==> config.mk <==
export PLATFORM = sky130hd
export DESIGN_NAME = wordlit_resume_engine
export DESIGN_NICKNAME = d
export VERILOG_FILES = /design/src/rtl/wordlit_resume_engine.sv
export SDC_FILE = /design/constraint.sdc
export NUM_CORES = 1
export LEC_CHECK = 0
export CAP_MARGIN = 20
export CORE_UTILIZATION = 32
export CTS_CLUSTER_SIZE = 20
export DETAILED_ROUTE_END_ITERATION = 6
export HOLD_SLACK_MARGIN = 0.15
export SLEW_MARGIN = 20
export SYNTH_ARGS = -nofsm -noshare
export SYNTH_HDL_FRONTEND = slang
export SYNTH_SLANG_ARGS = --single-unit
export TNS_END_PERCENT = 50
==> constraint.sdc <==
create_clock -name clk -period 2.3 [get_ports clk]
set_input_delay 0.46 -clock clk [delete_from_list [all_inputs] [get_ports clk]]
set_output_delay 0.46 -clock clk [all_outputs]
set_load 0.01 [all_outputs]
==> src/rtl/wordlit_resume_engine.sv <==
// Resumable state-word engine: each accepted step combines the state with LIT and/or in_data; 1-cycle latency.
// Registered valid/ready output; in_ready drops while a result is stalled, halted, or restarting.
module wordlit_resume_engine #(
    parameter int                 IN_W      = 8,
    parameter int                 OUT_W     = 16,
    parameter int                 STATE_W   = 8,
    parameter logic [OUT_W-1:0]   LIT       = 16'h0001,
    parameter logic [STATE_W-1:0] INIT      = 8'hFE,
    parameter int                 MAX_STEPS = 0,
    parameter int                 CNT_W     = 16
) (
    input  logic             clk,
    input  logic             rst,
    input  logic             in_valid,
    output logic             in_ready,
    input  logic [IN_W-1:0]  in_data,
    input  logic [1:0]       mode,
    input  logic             restart,
    output logic             out_valid,
    input  logic             out_ready,
    output logic [OUT_W-1:0] out_data,
    output logic             running,
    output logic [CNT_W-1:0] step_count
);

    logic [STATE_W-1:0] st;
    logic [OUT_W-1:0]   ext;
    logic [OUT_W-1:0]   din;
    logic [OUT_W-1:0]   result;
    logic [CNT_W-1:0]   cnt_next;
    logic               step;
    logic               hit_limit;

    assign in_ready = running && !restart && (!out_valid || out_ready);
    assign step     = in_valid && in_ready;

    always_comb begin
        ext              = '0;
        ext[STATE_W-1:0] = st;
        din              = '0;
        din[IN_W-1:0]    = in_data;
    end

    always_comb begin
        result = '0;
        case (mode)
            2'b00:   result = ext ^ LIT;
            2'b01:   result = ext + LIT;
            2'b10:   result = ext ^ din;
            default: result = (ext + din) ^ LIT;
        endcase
    end

    // Counter saturates; it only halts the engine when a nonzero limit is configured.
    assign cnt_next  = (step_count == {CNT_W{1'b1}}) ? step_count : step_count + 1'b1;
    assign hit_limit = (MAX_STEPS != 0) && (cnt_next == CNT_W'(MAX_STEPS));

    always_ff @(posedge clk or posedge rst) begin
        if (rst) begin
            st         <= INIT;
            out_valid  <= 1'b0;
            out_data   <= '0;
            running    <= 1'b1;
            step_count <= '0;
        end else if (restart) begin
            st         <= INIT;
            out_valid  <= 1'b0;
            running    <= 1'b1;
            step_count <= '0;
        end else if (step) begin
            st         <= result[STATE_W-1:0];
            out_data   <= result;
            out_valid  <= 1'b1;
            step_count <= cnt_next;
            if (hit_limit) begin
                running <= 1'b0;
            end
        end else if (out_valid && out_ready) begin
            out_valid <= 1'b0;
        end
    end

endmodule
==> flow_metrics.py, run 1 <==
metrics = {
    "run_status": {
        "status": "finished, final reports clean",
    },
    "final_layout": {
        "nNetsFinal": 362,
        "finalNonFillerCells": 433,
        "area_growth_pct": 34.44,
        "drive_gt1_frac": 0.1810,
        "num_antenna_cells": 0,
        "final_util": 0.4537,
        "fillers": 696,
    },
    "synth": {
        "synthFlopType": "dfrtp_1",
        "synth_edf_count": 0,
        "synth_top_area_frac": 0.2883,
        "synth-async-reset-ratio": 1.000,
        "ys_seq_elements": 34,
        "synth_common_cells": "nor2_1 (28), dfrtp_1 (27), nand2_1 (27)",
        "syn_area_mm2": 0.002343,
        "synth.area.top_cells": "dfrtp_1 (29%), dfstp_2 (7.8%), ha_1 (5.3%)",
        "avgSynthCellArea_um2": 8.810,
        "yosys_warnings": 0,
        "yosys.area.top_type": "dfrtp_1",
        "synth.distinct_cells": 53,
        "ys_seq_area_frac": 0.3668,
        "netlist_instances": 266,
        "yosysMostFrequentCell": "nor2_1",
    },
    "clocking": {
        "cts_num_sinks": 34,
        "cts_hold_buf": 0,
        "clockBufferDepth": 2,
        "clk_latency_ns": 0.29,
        "cts_buffers": 5,
        "cts_tree": "yes",
        "clk_pin_slew_worst_paths_ns": 0.06,
        "root_buffer": "clkbuf_8",
        "htreeDepth": 2,
    },
    "sta": {
        "fin_skew_ns": 0.009274,
        "slew_violations": 0,
        "max_freq_mhz": 452.1,
        "hold_viol": 0,
        "fin_hold_ws_ns": 0.4821,
        "slew_headroom": 0.6669,
        "rsz0062_at_grt": "false",
        "finalSetupViolations": 0,
        "period_share": 0.9617,
        "tightest_slew_ns": 0.4870,
        "min_period_ns": 2.212,
    },
    "power": {
        "switchingPower_uw": 506.1,
        "p_per_area_mw_per_mm2": 536.7,
        "vdd_drop_max_mv": 0.3337,
        "p_int_mw": 1.185,
        "p_sw_frac": 0.2993,
        "seq_power_share": 0.425,
        "power_frac_clock": 0.270,
        "leakage_nw": 1.298,
        "combPwrFrac": 0.305,
    },
    "placed_design": {
        "gp_congestion": 0.7889,
        "place_inst": 424,
        "hpwlAfterDp_um": 4446,
        "io_buffers": 41,
    },
    "global_route": {
        "grt_pass1_vias": 2053,
        "grt_util_all_layers": 0.1636,
        "antenna_found_initial": 0,
        "grt_max_degree": 35,
        "gr-total-overflow": 0,
        "grt_pass1_wl_um": 9708,
    },
    "critical_path": {
        "path_max_fanout": 3,
        "end_kind": "flop",
        "cp.arrival_ns": 2.42,
        "cp.required_ns": 2.51,
        "crit_type": "in2reg",
        "start_kind": "primary input",
    },
    "flow_run": {
        "cap_violations": 0,
    },
    "floorplan": {
        "die-area_mm2": 0.007669,
        "start_util": 0.3375,
        "fp.coreArea_mm2": 0.006944,
        "die_w_um": 87.58,
        "die_h_um": 87.58,
        "io_pins": 50,
        "fp-row-count": 30,
    },
    "routing": {
        "firstDrtPassIters": 4,
        "wire_per_inst_um": 13.46,
        "viasPerCell": 5.065,
        "drc": 0,
        "drtIter0Drc": 90,
        "drtAntennaViolNets": 0,
        "num_vias": 2193,
        "routed_wl_um": 5830,
    },
    "min_path": {
        "min_path_type": "reg2reg",
    },
}
## power by group through the flow
stage	Sequential, mW	Clock, mW	Combinational (mW)
2_1_floorplan	0.736	0	0.266
3_3_place_gp	0.728	0	0.507
3_5_place_dp	0.729	0	0.511
4_1_cts	0.719	0.474	0.515
5_1_grt	0.724	0.502	0.571
6_report	0.718	0.457	0.516
## cell families after synthesis
kind of cell / synth area share
AO/OA/AOI/OAI: 0.1623
XOR/XNOR: 0.06354
adder cells (fa/ha/maj): 0.06193
buffers and inverters: 0.06354
flip-flops: 0.3668
multiplexers: 0.03790
other: 0.003205
AND/OR/NAND/NOR: 0.2408
## flip-flops by register name (all words and copies together) (netlist names)
name,cells
st,8
out_data,9
step_count,16
out_valid,1
## cell usage in the layout (no fill, tap or decap), types with 3 or more instances in the layout
| master | instances |
|---|---|
| clkdlybuf4s50_1 | 39 |
| buf_4 | 35 |
| nor2_1 | 28 |
| nand2_1 | 27 |
| dfrtp_1 | 27 |
| xnor2_1 | 14 |
| o21ai_0 | 14 |
| a21oi_1 | 12 |
| nand3_1 | 9 |
| inv_1 | 9 |
| ha_1 | 9 |
| conb_1 | 8 |
| nand4_1 | 7 |
| dfstp_2 | 7 |
| clkbuf_8 | 6 |
| and3_1 | 5 |
| mux2_2 | 5 |
| nand3b_1 | 4 |
| nand2b_1 | 4 |
| nor2b_1 | 4 |
| nor3b_1 | 4 |
| a211oi_1 | 4 |
| nor4_1 | 4 |
| a2111oi_0 | 3 |
| and2_1 | 3 |
| xor2_1 | 3 |
| o21a_1 | 3 |
## area by class of cell
type	count	area, um^2	share of cell area
Tap cell	96	120.1	0.03813
Clock buffer	8	90.09	0.02859
Multi-Input combinational cell	209	1365	0.4333
Timing Repair Buffer	76	678.2	0.2153
Inverter	10	37.54	0.01191
Sequential cell	34	859.6	0.2728
## routing by layer
layer | GRT usage | vias up | share of wire
li1 | - | 1081 | -
met1 | 0.2255 | 1053 | 0.50
met2 | 0.2635 | 52 | 0.45
met3 | 0.02639 | 7 | 0.039
met4 | 0.05216 | 0 | 0.011
met5 | 0 | - | 0
## path summary, 6_finish.rpt
kind	start	end	slack (ns)	cells after the start
max in group asynchronous	rst	st[3]	1.38	3
worst min-delay path	out_data[2]	out_data[2]	0.48	2
worst max-delay path	in_data[1]	st[7]	0.09	8
worst max register to register	st[2]	out_data[4]	0.19	7
min in group asynchronous	rst	step_count[12]	0.56	3
worst min register to register	out_data[2]	out_data[2]	0.48	2
## through the flow
step	instance area [um^2]	TNS [ns]	total power [mW]	setup WS, ns
after floorplan	2366	0	1.001	0.3002
after global placement	3040	-1.697	1.235	-0.2723
after detailed placement	3040	-2.103	1.240	-0.3287
after CTS	3131	0	1.709	0.009091
after global routing	3151	0	1.798	0.01254
final	3151	0	1.691	0.08804
## critical path, stage by stage
cell             delay, ns
clkdlybuf4s50_1       0.42
ha_1                  0.32
a211oi_1              0.24
buf_4                 0.16
nor4_1                0.05
or3_1                 0.41
mux2_2                0.29
o21ai_0               0.07
## what timing repair did
action | CTS | global route
buffers inserted | 0 | 1
endpoints found under the setup margin | 2 | 5
endpoints found under the hold margin | 0 | 0
resized for setup | 0 | 6
pin swaps | 1 | 4
Power figures use the tool's default switching activity.
==> inputs of run 2 (changes only) <==
--- a/config.mk
+++ b/config.mk
@@ -6,10 +6,11 @@
 export NUM_CORES = 1
 export LEC_CHECK = 0
 export CAP_MARGIN = 20
-export CORE_UTILIZATION = 32
+export CORE_UTILIZATION = 30
 export CTS_CLUSTER_SIZE = 20
 export DETAILED_ROUTE_END_ITERATION = 6
 export HOLD_SLACK_MARGIN = 0.15
+export PLACE_DENSITY = 0.6
 export SLEW_MARGIN = 20
 export SYNTH_ARGS = -nofsm -noshare
 export SYNTH_HDL_FRONTEND = slang
==> run 2 against run 1 <==
Worst hold slack worse by 0.010 ns; total power increased by 0.50%; highest routed layer unchanged; first-iteration DRC count shrank 16%; clock-buffer cell count down 1; largest cell class unchanged; largest power group unchanged.
==> flow_metrics.py, run 2 (synthesis gave the netlist of run 1 again) <==
metrics = {
    "power": {
        "switchingPower_uw": 514.2,
        "leakage_nw": 1.288,
        "p_per_area_mw_per_mm2": 535.5,
        "vdd_drop_max_mv": 0.2340,
        "combPwrFrac": 0.307,
        "p_sw_frac": 0.3026,
        "p_int_mw": 1.185,
        "seq_power_share": 0.423,
        "power_frac_clock": 0.270,
    },
    "clocking": {
        "postCtsSetupBuffers": 0,
        "cts_buffers": 5,
        "cts_num_sinks": 34,
        "clk_pin_slew_worst_paths_ns": 0.07,
        "root_buffer": "clkbuf_8",
        "clk_latency_ns": 0.28,
        "htreeDepth": 2,
        "clockBufferDepth": 2,
        "cts_tree": "yes",
    },
    "floorplan": {
        "die_w_um": 90.39,
        "fp-row-count": 31,
        "die_h_um": 90.39,
        "die-area_mm2": 0.008169,
        "fp.coreArea_mm2": 0.007408,
        "start_util": 0.3163,
        "io_pins": 50,
    },
    "routing": {
        "num_vias": 2127,
        "drtAntennaViolNets": 0,
        "wire_per_inst_um": 13.25,
        "routed_wl_um": 5790,
        "drc": 0,
        "firstDrtPassIters": 4,
        "drtIter0Drc": 76,
        "viasPerCell": 4.867,
    },
    "global_route": {
        "grt_pass1_vias": 2103,
        "gr-total-overflow": 0,
        "grt_util_all_layers": 0.1485,
        "grt_use_met2": 0.2405,
        "met3_usage": 0.04040,
        "grt.busiest_layer": "met2",
        "antenna_found_initial": 0,
        "grt_pass1_wl_um": 9887,
        "gr-usage-met1": 0.1985,
        "grt_max_degree": 35,
    },
    "critical_path": {
        "cp.arrival_ns": 2.41,
        "slowest_stage": "clkdlybuf4s50_1",
        "path_max_fanout": 2,
        "start_kind": "primary input",
        "max_stage_delay_ns": 0.46,
        "crit_chain": "clkdlybuf4s50_1 > ha_1 > inv_1 > fa_2 > nor2b_2 > o21bai_1 > a31oi_2 > mux2_2 > nor2_1",
        "crit_type": "in2reg",
        "cp.required_ns": 2.52,
        "cp_num_buf_inv": 2,
        "end_kind": "flop",
        "cp_top_family": "buffers and inverters",
    },
    "placed_design": {
        "placed_area_mm2": 0.003059,
        "hpwlAfterDp_um": 4449,
        "place_ws_ns": -0.2808,
        "io_buffers": 41,
        "place_inst": 429,
        "gp_congestion": 0.8620,
    },
    "min_path": {
        "min_path_type": "reg2reg",
    },
    "sta": {
        "finalSetupViolations": 0,
        "hold_viol": 0,
        "rsz0062_at_grt": "false",
        "fin_skew_ns": 0.005423,
        "min_period_ns": 2.186,
        "slew_headroom": 0.6500,
        "slew_violations": 0,
        "period_share": 0.9504,
        "max_freq_mhz": 457.5,
        "tightest_slew_ns": 0.5118,
        "worst_slack_ns": 0.1142,
    },
    "final_layout": {
        "top_regs": "step_count: 16 flops, out_data: 9 flops, st: 8 flops",
        "drive_gt1_frac": 0.1893,
        "num_antenna_cells": 0,
        "finalNonFillerCells": 437,
        "top_register": "step_count",
        "seq_area_um2": 859.6,
        "final_area_mm2": 0.003173,
        "largest_reg_flops": 16,
        "fillers": 765,
        "area_growth_pct": 35.40,
        "multi_input_area_mm2": 0.001380,
        "nNetsFinal": 363,
        "layout_commonest_cell": "clkdlybuf4s50_1",
        "layout.cells.most_common_list": "clkdlybuf4s50_1 (41), buf_4 (36), nor2_1 (28)",
    },
    "flow_run": {
        "cap_violations": 0,
    },
    "run_status": {
        "status": "finished, final reports clean",
    },
}
-- run 2: cell types whose count changed in the layout (fill, tap and decap cells not counted), sizes merged --
cell,delta
clkdlybuf4s50,+2
dlymetal6s2s,-2
buf,+1
clkbuf,-1
clkinv,+1
-- run 2: cell type report --
class | instances | share of cell area
clock buffer | 7 | 0.02721
clock inverter | 1 | 0.001577
inverter | 10 | 0.01183
multi-input combinational | 209 | 0.4349
sequential | 34 | 0.2709
tap | 99 | 0.03904
timing repair buffer | 77 | 0.2145
-- run 2: path summary, 6_finish.rpt --
kind / from / to / slack [ns] / cells past startpoint
min: out_data[1] / out_data[1] / 0.47 / 2
max in group asynchronous: rst / st[4] / 1.38 / 3
max reg2reg: st[1] / st[7] / 0.28 / 7
min reg2reg: out_data[1] / out_data[1] / 0.47 / 2
max: in_data[0] / st[6] / 0.11 / 9
min in group asynchronous: rst / step_count[13] / 0.58 / 3
-- run 2: repair_timing --
action,CTS,global route
hold endpoints to repair,0,0
setup endpoints to repair,0,4
hold buffers,0,0
gates resized for setup,0,6
-- run 2: metal layers --
layer / wire [um] / vias to the layer above
li1: - / 1084
met1: 2846 / 987
met2: 2674 / 54
met3: 239 / 2
met4: 31 / 0
met5: 0 / -
-- run 2: power groups by stage --
stage	clock (mW)	sequential (mW)	combinational, mW
floorplan	0	0.736	0.266
global route	0.501	0.728	0.576
global placement	0	0.728	0.506
CTS	0.473	0.718	0.516
finish	0.459	0.718	0.522
detailed placement	0	0.728	0.512
-- run 2: stage by stage --
| step | hold slack [ns] | TNS (ns) | util | total power [mW] |
|---|---|---|---|---|
| after floorplan | 0.5140 | 0 | - | 1.001 |
| after global placement | 0.4620 | -1.789 | 0.4129 | 1.234 |
| after detailed placement | 0.4646 | -2.198 | 0.4129 | 1.239 |
| after CTS | 0.4818 | 0 | 0.4253 | 1.708 |
| after global routing | 0.5081 | 0 | 0.4283 | 1.805 |
| final | 0.4720 | 0 | 0.4283 | 1.699 |
-- run 2: worst register-to-register path, cell delays in order (launching register included) --
cell and delay, ns:
dfstp_2 0.55, ha_1 0.25, a211oi_2 0.22, buf_4 0.15, nor4_1 0.05, or3_1 0.38, mux2_2 0.29, o21ai_0 0.07
